**src/rtl/base_router_rob_pkg.sv**
```systemverilog
// Shared encodings and the base-selection rule for the reorder-buffered base router.
// The bench's model reuses select_base.
package base_router_pkg;

  localparam logic [3:0] OP_ADD = 4'd0;
  localparam logic [3:0] OP_SUB = 4'd1;
  localparam logic [3:0] OP_MUL = 4'd2;
  localparam logic [3:0] OP_DIV = 4'd3;
  localparam logic [3:0] OP_AND = 4'd4;
  localparam logic [3:0] OP_OR  = 4'd5;
  localparam logic [3:0] OP_XOR = 4'd6;
  localparam logic [3:0] OP_SHL = 4'd7;
  localparam logic [3:0] OP_SHR = 4'd8;

  typedef enum logic [1:0] {
    MODE_AUTO = 2'b00,
    MODE_B2   = 2'b01,
    MODE_B10  = 2'b10,
    MODE_B12  = 2'b11
  } mode_e;

  typedef enum logic [1:0] {
    BASE2  = 2'd0,
    BASE10 = 2'd1,
    BASE12 = 2'd2
  } base_e;

  // Operands arrive zero-extended to 32 bits so one function serves any WIDTH up to 32.
  function automatic logic [1:0] select_base(input logic [31:0] a, input logic [31:0] b,
                                             input logic [3:0] op, input logic [1:0] mode);
    logic a12, b12, a10, b10;
    logic [1:0] res;
    a12 = (a % 32'd12) == 32'd0;
    b12 = (b % 32'd12) == 32'd0;
    a10 = (a % 32'd10) == 32'd0;
    b10 = (b % 32'd10) == 32'd0;
    res = BASE2;
    if (op <= OP_DIV) begin
      case (mode)
        MODE_B2:  res = BASE2;
        MODE_B10: res = BASE10;
        MODE_B12: res = BASE12;
        default: begin
          if (op == OP_MUL) begin
            if (a12 || b12)      res = BASE12;
            else if (a10 || b10) res = BASE10;
          end else if (op == OP_DIV) begin
            if (b == 32'd12 || b == 32'd6 || b == 32'd4 || b == 32'd3) res = BASE12;
            else if (b == 32'd10 || b == 32'd5)                       res = BASE10;
          end else begin
            if (a12 && b12)      res = BASE12;
            else if (a10 && b10) res = BASE10;
          end
        end
      endcase
    end
    return res;
  endfunction

endpackage

```
**src/rtl/base_router_rob_if.sv**
```systemverilog
// Op stream, three ALU channels and the in-order result stream of the base router.
interface base_router_rob_if #(
  parameter int WIDTH = 16,
  parameter int TAG_W = 3
);
  // Every stream transfers on a cycle where valid && ready; valid never waits on ready.
  // ALU responses have no ready: they are always accepted.
  logic               in_valid;
  logic               in_ready;
  logic [WIDTH-1:0]   in_a;
  logic [WIDTH-1:0]   in_b;
  logic [3:0]         in_op;
  logic [2:0]         alu_req_valid;
  logic [2:0]         alu_req_ready;
  logic [WIDTH-1:0]   alu_req_a;
  logic [WIDTH-1:0]   alu_req_b;
  logic [3:0]         alu_req_op;
  logic [TAG_W-1:0]   alu_req_tag;
  logic [2:0]         alu_rsp_valid;
  logic [3*WIDTH-1:0] alu_rsp_data;
  logic [3*TAG_W-1:0] alu_rsp_tag;
  logic               out_valid;
  logic               out_ready;
  logic [WIDTH-1:0]   out_data;
  logic [1:0]         out_base;

  modport slave (
    input  in_valid, in_a, in_b, in_op, alu_req_ready, alu_rsp_valid, alu_rsp_data,
           alu_rsp_tag, out_ready,
    output in_ready, alu_req_valid, alu_req_a, alu_req_b, alu_req_op, alu_req_tag,
           out_valid, out_data, out_base
  );

  modport master (
    output in_valid, in_a, in_b, in_op, alu_req_ready, alu_rsp_valid, alu_rsp_data,
           alu_rsp_tag, out_ready,
    input  in_ready, alu_req_valid, alu_req_a, alu_req_b, alu_req_op, alu_req_tag,
           out_valid, out_data, out_base
  );
endinterface

```
**src/rtl/base_router_rob_rob_ctrl.sv**
```systemverilog
// Reorder buffer: slot array with three response write ports, head/tail/count and
// a registered retire stage that presents results in issue order.
module rob_ctrl #(
  parameter int WIDTH = 16,
  parameter int DEPTH = 8,
  parameter int TAG_W = 3
) (
  input  logic               clk,
  input  logic               rst,
  input  logic               fire,
  input  logic [1:0]         fire_base,
  input  logic [2:0]         rsp_valid,
  input  logic [3*WIDTH-1:0] rsp_data,
  input  logic [3*TAG_W-1:0] rsp_tag,
  input  logic               out_ready,
  output logic [TAG_W-1:0]   tail,
  output logic               full,
  output logic               out_valid,
  output logic [WIDTH-1:0]   out_data,
  output logic [1:0]         out_base,
  output logic               err_tag
);
  localparam logic [TAG_W:0] FULL_CNT = (TAG_W+1)'(DEPTH);

  logic [DEPTH-1:0] pending_q, pending_d, done_q, done_d;
  logic [1:0]       base_q [DEPTH];
  logic [1:0]       base_d [DEPTH];
  logic [WIDTH-1:0] data_q [DEPTH];
  logic [WIDTH-1:0] data_d [DEPTH];
  logic [TAG_W-1:0] head_q, head_d, tail_q, tail_d, slot;
  logic [TAG_W:0]   count_q, count_d;
  logic             out_valid_q, out_valid_d, err_q, err_d, pop;
  logic [WIDTH-1:0] out_data_q, out_data_d;
  logic [1:0]       out_base_q, out_base_d;

  assign pop = out_valid_q && out_ready;

  always_comb begin
    pending_d = pending_q;
    done_d    = done_q;
    base_d    = base_q;
    data_d    = data_q;
    head_d    = head_q;
    tail_d    = tail_q;
    err_d     = err_q;
    slot      = '0;
    if (pop) begin
      pending_d[head_q] = 1'b0;
      done_d[head_q]    = 1'b0;
      head_d            = head_q + 1'b1;
    end
    // Judged against registered state, so a same-cycle dispatch or retire never legitimises a response.
    for (int c = 0; c < 3; c++) begin
      if (rsp_valid[c]) begin
        slot = rsp_tag[c*TAG_W +: TAG_W];
        if (pending_q[slot] && !done_q[slot] && base_q[slot] == 2'(c)) begin
          done_d[slot] = 1'b1;
          data_d[slot] = rsp_data[c*WIDTH +: WIDTH];
        end else begin
          err_d = 1'b1;
        end
      end
    end
    if (fire) begin
      pending_d[tail_q] = 1'b1;
      done_d[tail_q]    = 1'b0;
      base_d[tail_q]    = fire_base;
      tail_d            = tail_q + 1'b1;
    end
    case ({fire, pop})
      2'b10:   count_d = count_q + 1'b1;
      2'b01:   count_d = count_q - 1'b1;
      default: count_d = count_q;
    endcase
    out_valid_d = out_valid_q;
    out_data_d  = out_data_q;
    out_base_d  = out_base_q;
    if (!out_valid_q || out_ready) begin
      out_valid_d = done_d[head_d];
      if (done_d[head_d]) begin
        out_data_d = data_d[head_d];
        out_base_d = base_d[head_d];
      end
    end
  end

  always_ff @(posedge clk or posedge rst) begin
    if (rst) begin
      pending_q   <= '0;
      done_q      <= '0;
      head_q      <= '0;
      tail_q      <= '0;
      count_q     <= '0;
      out_valid_q <= 1'b0;
      out_data_q  <= '0;
      out_base_q  <= '0;
      err_q       <= 1'b0;
      for (int i = 0; i < DEPTH; i++) begin
        base_q[i] <= '0;
        data_q[i] <= '0;
      end
    end else begin
      pending_q   <= pending_d;
      done_q      <= done_d;
      base_q      <= base_d;
      data_q      <= data_d;
      head_q      <= head_d;
      tail_q      <= tail_d;
      count_q     <= count_d;
      out_valid_q <= out_valid_d;
      out_data_q  <= out_data_d;
      out_base_q  <= out_base_d;
      err_q       <= err_d;
    end
  end

  assign tail      = tail_q;
  assign full      = count_q == FULL_CNT;
  assign out_valid = out_valid_q;
  assign out_data  = out_data_q;
  assign out_base  = out_base_q;
  assign err_tag   = err_q;
endmodule

```
**src/rtl/base_router_rob.sv**
```systemverilog
// Base router front end: picks a base per op, dispatches to that ALU channel with zero
// added latency, and keeps per-base dispatch counters; ordering lives in rob_ctrl.
module base_router_rob
  import base_router_pkg::*;
#(
  parameter int WIDTH = 16,
  parameter int DEPTH = 8,
  parameter int TAG_W = 3,
  parameter int CNT_W = 16
) (
  input  logic               clk,
  input  logic               reset,
  input  logic [1:0]         mode,
  input  logic               stats_clr,
  base_router_rob_if.slave   bus,
  output logic [CNT_W-1:0]   cnt_base2,
  output logic [CNT_W-1:0]   cnt_base10,
  output logic [CNT_W-1:0]   cnt_base12,
  output logic               err_tag
);
  logic [1:0]       sel;
  logic [2:0]       sel_oh;
  logic             rob_full, fire;
  logic [TAG_W-1:0] tail;
  logic [CNT_W-1:0] cnt_q [3];
  logic [CNT_W-1:0] cnt_d [3];

  assign sel    = select_base(32'(bus.in_a), 32'(bus.in_b), bus.in_op, mode);
  assign sel_oh = 3'b001 << sel;

  // in_ready looks only at the registered count, so a retire never frees a slot for the same cycle.
  assign bus.alu_req_valid = (bus.in_valid && !rob_full && !reset) ? sel_oh : 3'b000;
  assign bus.in_ready      = !rob_full && !reset && |(sel_oh & bus.alu_req_ready);
  assign fire              = bus.in_valid && bus.in_ready;
  assign bus.alu_req_a     = bus.in_a;
  assign bus.alu_req_b     = bus.in_b;
  assign bus.alu_req_op    = bus.in_op;
  assign bus.alu_req_tag   = tail;

  always_comb begin
    for (int c = 0; c < 3; c++) begin
      cnt_d[c] = cnt_q[c];
      if (stats_clr) begin
        cnt_d[c] = '0;
      end else if (fire && sel == 2'(c) && cnt_q[c] != '1) begin
        cnt_d[c] = cnt_q[c] + 1'b1;
      end
    end
  end

  always_ff @(posedge clk or posedge reset) begin
    if (reset) begin
      for (int c = 0; c < 3; c++) cnt_q[c] <= '0;
    end else begin
      cnt_q <= cnt_d;
    end
  end

  assign cnt_base2  = cnt_q[0];
  assign cnt_base10 = cnt_q[1];
  assign cnt_base12 = cnt_q[2];

  rob_ctrl #(.WIDTH(WIDTH), .DEPTH(DEPTH), .TAG_W(TAG_W)) u_rob (
    .clk       (clk),
    .rst       (reset),
    .fire      (fire),
    .fire_base (sel),
    .rsp_valid (bus.alu_rsp_valid),
    .rsp_data  (bus.alu_rsp_data),
    .rsp_tag   (bus.alu_rsp_tag),
    .out_ready (bus.out_ready),
    .tail      (tail),
    .full      (rob_full),
    .out_valid (bus.out_valid),
    .out_data  (bus.out_data),
    .out_base  (bus.out_base),
    .err_tag   (err_tag)
  );
endmodule

```
**src/flat_wrapper.sv**
```systemverilog
// flat-port wrapper written by rule: the top's interface ports become plain ports
module base_router_rob_flat import base_router_pkg::*;
#(
  parameter int WIDTH = 16,
  parameter int DEPTH = 8,
  parameter int TAG_W = 3,
  parameter int CNT_W = 16
)
  (clk, reset, mode, stats_clr, cnt_base2, cnt_base10, cnt_base12, err_tag, bus_in_valid, bus_in_a, bus_in_b, bus_in_op, bus_alu_req_ready, bus_alu_rsp_valid, bus_alu_rsp_data, bus_alu_rsp_tag, bus_out_ready, bus_in_ready, bus_alu_req_valid, bus_alu_req_a, bus_alu_req_b, bus_alu_req_op, bus_alu_req_tag, bus_out_valid, bus_out_data, bus_out_base);
  base_router_rob_if #(.WIDTH(WIDTH), .TAG_W(TAG_W)) bus_i ();
  input  logic clk;
  input  logic reset;
  input  logic [1:0] mode;
  input  logic stats_clr;
  output logic [CNT_W-1:0] cnt_base2;
  output logic [CNT_W-1:0] cnt_base10;
  output logic [CNT_W-1:0] cnt_base12;
  output logic err_tag;
  input wire logic [$bits(bus_i.in_valid)-1:0] bus_in_valid;
  input wire logic [$bits(bus_i.in_a)-1:0] bus_in_a;
  input wire logic [$bits(bus_i.in_b)-1:0] bus_in_b;
  input wire logic [$bits(bus_i.in_op)-1:0] bus_in_op;
  input wire logic [$bits(bus_i.alu_req_ready)-1:0] bus_alu_req_ready;
  input wire logic [$bits(bus_i.alu_rsp_valid)-1:0] bus_alu_rsp_valid;
  input wire logic [$bits(bus_i.alu_rsp_data)-1:0] bus_alu_rsp_data;
  input wire logic [$bits(bus_i.alu_rsp_tag)-1:0] bus_alu_rsp_tag;
  input wire logic [$bits(bus_i.out_ready)-1:0] bus_out_ready;
  output wire logic [$bits(bus_i.in_ready)-1:0] bus_in_ready;
  output wire logic [$bits(bus_i.alu_req_valid)-1:0] bus_alu_req_valid;
  output wire logic [$bits(bus_i.alu_req_a)-1:0] bus_alu_req_a;
  output wire logic [$bits(bus_i.alu_req_b)-1:0] bus_alu_req_b;
  output wire logic [$bits(bus_i.alu_req_op)-1:0] bus_alu_req_op;
  output wire logic [$bits(bus_i.alu_req_tag)-1:0] bus_alu_req_tag;
  output wire logic [$bits(bus_i.out_valid)-1:0] bus_out_valid;
  output wire logic [$bits(bus_i.out_data)-1:0] bus_out_data;
  output wire logic [$bits(bus_i.out_base)-1:0] bus_out_base;
  assign bus_i.in_valid = bus_in_valid;
  assign bus_i.in_a = bus_in_a;
  assign bus_i.in_b = bus_in_b;
  assign bus_i.in_op = bus_in_op;
  assign bus_i.alu_req_ready = bus_alu_req_ready;
  assign bus_i.alu_rsp_valid = bus_alu_rsp_valid;
  assign bus_i.alu_rsp_data = bus_alu_rsp_data;
  assign bus_i.alu_rsp_tag = bus_alu_rsp_tag;
  assign bus_i.out_ready = bus_out_ready;
  assign bus_in_ready = bus_i.in_ready;
  assign bus_alu_req_valid = bus_i.alu_req_valid;
  assign bus_alu_req_a = bus_i.alu_req_a;
  assign bus_alu_req_b = bus_i.alu_req_b;
  assign bus_alu_req_op = bus_i.alu_req_op;
  assign bus_alu_req_tag = bus_i.alu_req_tag;
  assign bus_out_valid = bus_i.out_valid;
  assign bus_out_data = bus_i.out_data;
  assign bus_out_base = bus_i.out_base;
  base_router_rob #(.WIDTH(WIDTH), .DEPTH(DEPTH), .TAG_W(TAG_W), .CNT_W(CNT_W)) u_core (.clk(clk), .reset(reset), .mode(mode), .stats_clr(stats_clr), .bus(bus_i), .cnt_base2(cnt_base2), .cnt_base10(cnt_base10), .cnt_base12(cnt_base12), .err_tag(err_tag));
endmodule
```
**config.mk**
```make
export PLATFORM = sky130hd
export DESIGN_NAME = base_router_rob_flat
export DESIGN_NICKNAME = d
export VERILOG_FILES = /design/src/rtl/base_router_rob_pkg.sv /design/src/rtl/base_router_rob_if.sv /design/src/rtl/base_router_rob_rob_ctrl.sv /design/src/rtl/base_router_rob.sv /design/src/flat_wrapper.sv
export SDC_FILE = /design/constraint.sdc
export NUM_CORES = 1
export LEC_CHECK = 0
export CAP_MARGIN = 20
export CELL_PAD_IN_SITES_DETAIL_PLACEMENT = 0
export CELL_PAD_IN_SITES_GLOBAL_PLACEMENT = 1
export CORE_AREA = 2 2 257 259
export CTS_BUF_LIST = sky130_fd_sc_hd__clkbuf_8
export CTS_CLUSTER_DIAMETER = 60
export CTS_CLUSTER_SIZE = 30
export DETAILED_ROUTE_END_ITERATION = 8
export DIE_AREA = 0 0 259 261
export MAX_ROUTING_LAYER = met4
export PLACE_DENSITY_LB_ADDON = 0.1
export SLEW_MARGIN = 10
export SYNTH_ARGS = -nofsm -noshare
export SYNTH_HDL_FRONTEND = slang
export SYNTH_HIERARCHICAL = 1
export SYNTH_SLANG_ARGS = --single-unit
```
**constraint.sdc**
```tcl
create_clock -name clk -period 16.7 [get_ports clk]
set_input_delay 1.67 -clock clk [delete_from_list [all_inputs] [get_ports clk]]
set_output_delay 1.67 -clock clk [all_outputs]
set_load 0.01 [all_outputs]
```
==> results of run 1 <==
-- layer usage --
metal | vias to the layer above | wire length [um] | GRT usage
li1 | 13492 | - | -
met5 | - | 0 | -
met4 | 0 | 2910 | 0.0824
met2 | 1401 | 46900 | 0.470
met3 | 174 | 8990 | 0.0439
met1 | 14362 | 46200 | 0.422
-- where the power goes --
group | switching [mW] | internal [mW]
Clock | 0.294 | 0.189
Sequential | 0.110 | 0.764
Combinational | 1.52 | 0.878
Total | 1.92 | 1.83
-- kinds of logic (layout without fill, tap and decap cells) --
group                    after synthesis  in the layout  share of synthesized area
adder cells (fa/ha/maj)               26             26                     0.0114
flip-flops                           238            238                      0.226
AND/OR/NAND/NOR                     1347           1347                      0.267
buffers and inverters                390            416                     0.0667
XOR/XNOR                              97             97                     0.0328
other                                  0              8                          0
multiplexers                         122            122                     0.0489
AO/OA/AOI/OAI                       1307           1307                      0.348
-- path summary, 6_finish.rpt --
path,end,slack (ns),cells after the start
min in group asynchronous,u_core/cnt_base2[3],1.52,2
worst max register to register,u_core/u_rob/out_data[1],11.44,12
worst min-delay path,u_core/u_rob/count_q[3],0.47,1
worst max-delay path,bus_in_ready,0.90,39
max in group asynchronous,u_core/u_rob/data_q[117],13.39,3
worst min register to register,u_core/u_rob/count_q[3],0.47,1
-- layout by cell type (no fill, tap or decap), drive strengths merged, types with 35 or more instances in the layout --
cell type and count:
and3 65, nor2 282, nand2 333, nor4 44
o31ai 42, a22oi 43, nand4 48, dfrtp 238
or3 45, a31oi 81, xnor2 72, a21o 42
mux2 35, a211oi 70, a21oi 251, o21ai 268
and2 54, buf 79, nand3 136, o22ai 77
mux2i 85, nor2b 38, inv 82, o211ai 65
nor3 118, clkdlybuf4s50 216
-- synthesized netlist by cell type (41+ instances only) --
cell / count / area [um^2]
and2_1: 52 / 325
inv_1: 65 / 244
o211ai_1: 62 / 465
xnor2_1: 72 / 631
buf_4: 51 / 383
dfrtp_1: 238 / 5960
a22oi_1: 41 / 308
o21ai_0: 242 / 1210
a31oi_1: 79 / 494
mux2i_1: 85 / 851
or3_1: 45 / 282
a211oi_1: 65 / 488
nor3_1: 109 / 546
a21o_1: 42 / 315
clkbuf_1: 186 / 698
buf_2: 54 / 270
nand3_1: 132 / 661
a21oi_1: 248 / 1240
o22ai_1: 77 / 482
and3_1: 63 / 394
nor2_1: 275 / 1030
nand4_1: 46 / 288
nand2_1: 329 / 1230
-- flip-flops by register name (all words and copies together), names as in the netlist --
| signal | flops |
|---|---|
| u_core/u_rob/tail | 3 |
| u_core/u_rob/out_base | 2 |
| u_core/u_rob/done_q | 8 |
| u_core/u_rob/out_valid | 1 |
| u_core/u_rob/data_q | 128 |
| u_core/u_rob/pending_q | 8 |
| u_core/cnt_base12 | 16 |
| u_core/cnt_base2 | 16 |
| u_core/cnt_base10 | 16 |
| u_core/u_rob/count_q | 4 |
| u_core/u_rob/base_q | 16 |
| u_core/u_rob/head_q | 3 |
| u_core/u_rob/out_data | 16 |
| u_core/u_rob/err_tag | 1 |
-- critical path: cells and delay by family --
family,cells,cell delay (ns)
simple gates,13,4.58
compound gates,18,5.35
xor+xnor,3,0.76
buf+inv,4,1.30
fa+ha+maj,1,0.41
-- what timing repair did --
action,CTS,global route
setup buffers,0,2
setup endpoints to repair,0,23
resized for setup,0,18
-- metrics by stage --
step / instance area [um^2] / hold WS (ns) / std cells / setup WS [ns] / setup TNS [ns]
CTS: 29400 / 0.483 / 4413 / 0.0745 / 0
floorplan: 26400 / 0.434 / 3527 / 3.60 / 0
global route: 29600 / 0.494 / 4425 / 0.0711 / 0
finish: 29600 / 0.472 / 4425 / 0.897 / 0
global placement: 28800 / 0.452 / 4367 / -0.0209 / -0.0209
detailed placement: 28800 / 0.460 / 4367 / -0.190 / -0.860
-- layout make-up --
type	instances	area (um^2)	area share
Clock buffer	25	344	0.0116
Sequential cell	238	5960	0.201
Timing Repair Buffer	295	2770	0.0937
Inverter	75	289	0.00977
Clock inverter	21	300	0.0102
Antenna cell	8	20.0	0.000677
Multi-Input combinational cell	2899	18800	0.636
Tap cell	864	1080	0.0365
==> out/qor.csv, run 1 <==
stage,metric,value,unit
status,outcome,"complete, no violations",
critical_path,CP Launch Point,bus_in_b[14],
timing,Fmax achieved,0.0633,GHz
power,Leak Pwr,11.4,nW
timing,setup violators final,0,
clocking,Root Buffer,clkbuf_8,
place,hpwl dp,75900,um
clocking,worst skew pair latency,0.64,ns
floorplanning,Rows,94,
grt,gr usage total,0.307,
power,VDD IR max,72.3,uV
clocking,cts hold-fix bufs,0,
timing,Worst-Margin Slew,1.16,ns
critical_path,Crit. End Element,output port,
finish,Area growth syn-to-layout,12.1,%
finish,layout cells sized above 1,0.0912,
clocking,clk sink count,238,
timing,unrepaired setup endpoints after global routing,false,
hold_path,Min-Delay Path Class,register to register,
yosys,Synth Area per Inst,7.48,um^2
clocking,CTS max path bufs,3,
routing,vias per cell,6.65,
clocking,CTS tree,yes,
routing,routed len/inst,23.7,um
routing,ANT nets after route,0,
grt,first-pass GRT wire length,161000,um
yosys,synth unique cells,134,
critical_path,Worst EP required,15.03,ns
timing,relative slew slack,0.221,
critical_path,CP peak stage delay,0.61,ns
grt,initial antenna violation count,10,
yosys,Cells after Synth,3527,
timing,Final Critical Period,15.80,ns
yosys,Post-synth ARST share,1.00,
flow_run,Max-Cap Viols,0,
yosys,Most used DFF post-synth,dfrtp_1,
yosys,share of the yosys chip area belonging to registers,0.226,
grt,number of global-route vias before repair,27640,
floorplanning,die height,261,um
timing,Final Max Tran Viols,0,
clocking,H-tree depth,1,
timing,skew final,0.0453,ns
floorplanning,core box area,0.0650,mm^2
critical_path,R2R Path Start,u_core/u_rob/head_q[0],
yosys,Syn. warnings,6,
clocking,total CTS buffers,25,
power,pwr/cell area,127,mW/mm^2
power,Tot Pwr,3.75,mW
finish,post-layout util,0.455,
critical_path,Slowest cell on crit path,or3_1,
routing,drt first pass iters,6,
grt,GRT overflow,0,
yosys,synthesized netlist net count,3646,
routing,drt drc,0,
yosys,Post-synth EDFFs,0,
timing,final hold violations,0,
finish,Final nets,3653,
floorplanning,Initial Utilization,0.406,
yosys,Yosys reg bits,238,
floorplanning,total die area,0.0676,mm^2
place,routability cong.,0.966,
critical_path,kind of critical path,input pin to output port,
floorplanning,die width,259,um
critical_path,CP Launch Type,input pin,
routing,routed wire length,105000,um
place,buffers added on ports,216,
routing,Initial DRC Count,3333,
finish,fillcell total,6585,
timing,Tcrit/Tclk final,0.946,
critical_path,arrival time at the worst endpoint,14.13,ns
routing,Vias,29429,
floorplanning,Ports,217,
grt,largest net degree at the start of global routing,123,
hold_path,Hold Crit Start,u_core/u_rob/count_q[3],
yosys,mapped cell area,0.0264,mm^2
clocking,Clock Pin Slew Worst Setup and Hold Paths,0.11,ns
critical_path,"Max FO, Critical Path",16,
(Power assumes the default switching activity.)
==> run 2, diff against run 1 <==
--- a/config.mk
+++ b/config.mk
@@ -16,6 +16,7 @@
 export DIE_AREA = 0 0 259 261
 export MAX_ROUTING_LAYER = met4
 export PLACE_DENSITY_LB_ADDON = 0.1
+export REMOVE_ABC_BUFFERS = 1
 export SLEW_MARGIN = 10
 export SYNTH_ARGS = -nofsm -noshare
 export SYNTH_HDL_FRONTEND = slang
==> run 2 against run 1 <==
Non-clock buffer count up 2. Critical path type unchanged. Combinational power about the same. Die area unchanged.
==> out/qor.csv, run 2 (synthesis results as in run 1) <==
stage,metric,value,unit,change
routing,vias per cell,6.64,,was 6.65
routing,met2 WL,46000,um,was 46900 um
finish,most frequent cells in the layout,"nand2_1 (329), nor2_1 (274), a21oi_1 (247), o21ai_0 (242), dfrtp_1 (238)",,"was nand2_1 (329), nor2_1 (275), a21oi_1 (248), o21ai_0 (242), dfrtp_1 (238)"
finish,Area growth syn-to-layout,11.7,%,was 12.1%
routing,drt drc,0,,unchanged
clocking,Root Buffer,clkbuf_8,,unchanged
critical_path,Slowest cell on crit path,xnor2_1,,was or3_1
timing,Tcrit/Tclk final,0.947,,was 0.946
critical_path,R2R depth,11,,was 12
timing,Worst-Margin Slew,1.10,ns,was 1.16 ns
clocking,total CTS buffers,24,,was 25
grt,number of global-route vias before repair,27141,,was 27640
hold_path,worst hold path depth,1,,unchanged
power,Tot Pwr,3.74,mW,was 3.75 mW
timing,Fmax achieved,0.0632,GHz,was 0.0633 GHz
finish,"commonest non-fill, non-tap cell in the layout",nand2_1,,unchanged
critical_path,RR Endpoint,u_core/u_rob/out_data[3],,was u_core/u_rob/out_data[1]
routing,top sig layer,met4,,unchanged
routing,ANT nets after route,0,,unchanged
place,hpwl dp,76500,um,was 75900 um
place,routability cong.,0.965,,was 0.966
critical_path,CP peak stage delay,0.58,ns,was 0.61 ns
floorplanning,Rows,94,,unchanged
floorplanning,die width,259,um,unchanged
place,Inst Count DP,4373,,was 4367
grt,gr usage total,0.307,,about the same
critical_path,Worst R2R Setup Slack,11.49,ns,was 11.44 ns
critical_path,CP Launch Type,input pin,,unchanged
timing,Final Critical Period,15.82,ns,was 15.80 ns
timing,relative slew slack,0.263,,was 0.221
floorplanning,Ports,217,,unchanged
grt,GRT overflow,0,,unchanged
routing,drt first pass iters,6,,unchanged
hold_path,Min-Delay Path Class,register to register,,unchanged
timing,unrepaired setup endpoints after global routing,false,,unchanged
flow_run,Max-Cap Viols,0,,unchanged
routing,Vias,29356,,was 29429
hold_path,Hold Crit Start,u_core/u_rob/count_q[3],,unchanged
routing,routed wire length,106000,um,was 105000 um
finish,Final nets,3654,,was 3653
routing,routed len/inst,24.0,um,was 23.7 um
clocking,clk sink count,238,,unchanged
grt,largest net degree at the start of global routing,69,,was 123
routing,Initial DRC Count,2722,,was 3333
critical_path,Worst EP required,15.03,ns,about the same
clocking,CTS tree,yes,,unchanged
timing,final hold violations,0,,unchanged
critical_path,R2R Path Start,u_core/u_rob/head_q[0],,unchanged
timing,setup violators final,0,,unchanged
timing,Final Max Tran Viols,0,,unchanged
critical_path,arrival time at the worst endpoint,14.15,ns,was 14.13 ns
critical_path,CP Launch Point,bus_in_a[14],,was bus_in_b[14]
clocking,worst skew pair latency,0.62,ns,was 0.64 ns
floorplanning,die height,261,um,unchanged
floorplanning,total die area,0.0676,mm^2,unchanged
finish,Post-Layout Cell Count,4418,,was 4425
power,Leak Pwr,11.4,nW,about the same
finish,Top reg by flops,u_core/u_rob/data_q,,unchanged
hold_path,Hold Path End,u_core/u_rob/count_q[3],,unchanged
routing,DRT met1 WL,47000,um,was 46200 um
floorplanning,Initial Utilization,0.406,,unchanged
critical_path,kind of critical path,input pin to output port,,unchanged
timing,skew final,0.0457,ns,was 0.0453 ns
critical_path,"Max FO, Critical Path",16,,unchanged
timing,setup_tns,0,ns,unchanged
finish,max reg flops,128,,unchanged
finish,layout cells sized above 1,0.0903,,was 0.0912
floorplanning,core box area,0.0650,mm^2,unchanged
clocking,CTS max path bufs,3,,unchanged
clocking,H-tree depth,1,,unchanged
clocking,cts hold-fix bufs,0,,unchanged
status,outcome,"complete, no violations",,unchanged
power,pwr/cell area,127,mW/mm^2,about the same
routing,Met3 Wirelength,9860,um,was 8990 um
grt,first-pass GRT wire length,161000,um,about the same
critical_path,Crit. End Element,output port,,unchanged
grt,initial antenna violation count,1,,was 10
power,VDD IR max,95.4,uV,was 72.3 uV
place,buffers added on ports,216,,unchanged
clocking,Clock Pin Slew Worst Setup and Hold Paths,0.10,ns,was 0.11 ns
## run 2: cell types whose count changed in the layout (fill, tap and decap cells not counted), moves of 2 or more
cell	change
inv_6	+7
a2111oi_4	+2
a2111oi_2	-3
inv_12	-3
inv_8	-5
buf_4	+3
diode_2	-7
clkinv_8	-3
## run 2: final cells by class
class	instances	area (um^2)
multi-input cells	2899	18800
flip-flops and latches	238	5960
fillers	6519	35600
diodes	1	2.50
clock buffers	26	358
repair buffers	297	2780
well taps	864	1080
clock inverters	18	224
inverters	75	289
## run 2: worst max-delay path by stage
| stage | end | slack (ns) | cells after the start |
|---|---|---|---|
| after global routing | bus_in_ready | 0.01 | 39 |
| after floorplan | u_core/u_rob/out_data[14] | 2.28 | 44 |
| after global placement | u_core/u_rob/out_data[15] | 0.40 | 47 |
| final | bus_in_ready | 0.88 | 42 |
| after detailed placement | u_core/u_rob/out_data[3] | 0.24 | 48 |
| after CTS | bus_in_ready | 0.33 | 40 |
## run 2: worst max-delay path, delay by kind of cell
family                   cells  cell delay (ns)
XOR/XNOR                     1             0.58
AND/OR/NAND/NOR             12             3.06
buffers and inverters        7             1.84
adder cells (fa/ha/maj)      1             0.43
multiplexers                 2             0.66
AO/OA/AOI/OAI               19             5.86
## run 2: power breakdown
group | internal [mW] | switching [mW]
combinational | 0.881 | 1.52
sequential | 0.764 | 0.117
clock | 0.193 | 0.265
total | 1.84 | 1.91
## run 2: what timing repair did
| item | CTS | global route |
|---|---|---|
| resized for setup | 0 | 12 |
| setup buffers | 0 | 0 |
| endpoints found under the setup margin | 0 | 24 |
## run 2: per-layer routing
metal	track usage	vias up
met3	0.0593	206
met1	0.422	14256
met5	-	-
met4	0.0819	0
li1	-	13454
met2	0.459	1440
## run 2: through the flow
stage / instance area (um^2) / setup slack [ns] / util / hold slack [ns]
floorplan: 24900 / 2.28 / - / 0.434
global placement: 28800 / 0.401 / 0.443 / 0.456
detailed placement: 28800 / 0.235 / 0.443 / 0.454
CTS: 29400 / 0.328 / 0.452 / 0.476
global route: 29500 / 0.0112 / 0.453 / 0.501
finish: 29500 / 0.879 / 0.453 / 0.475
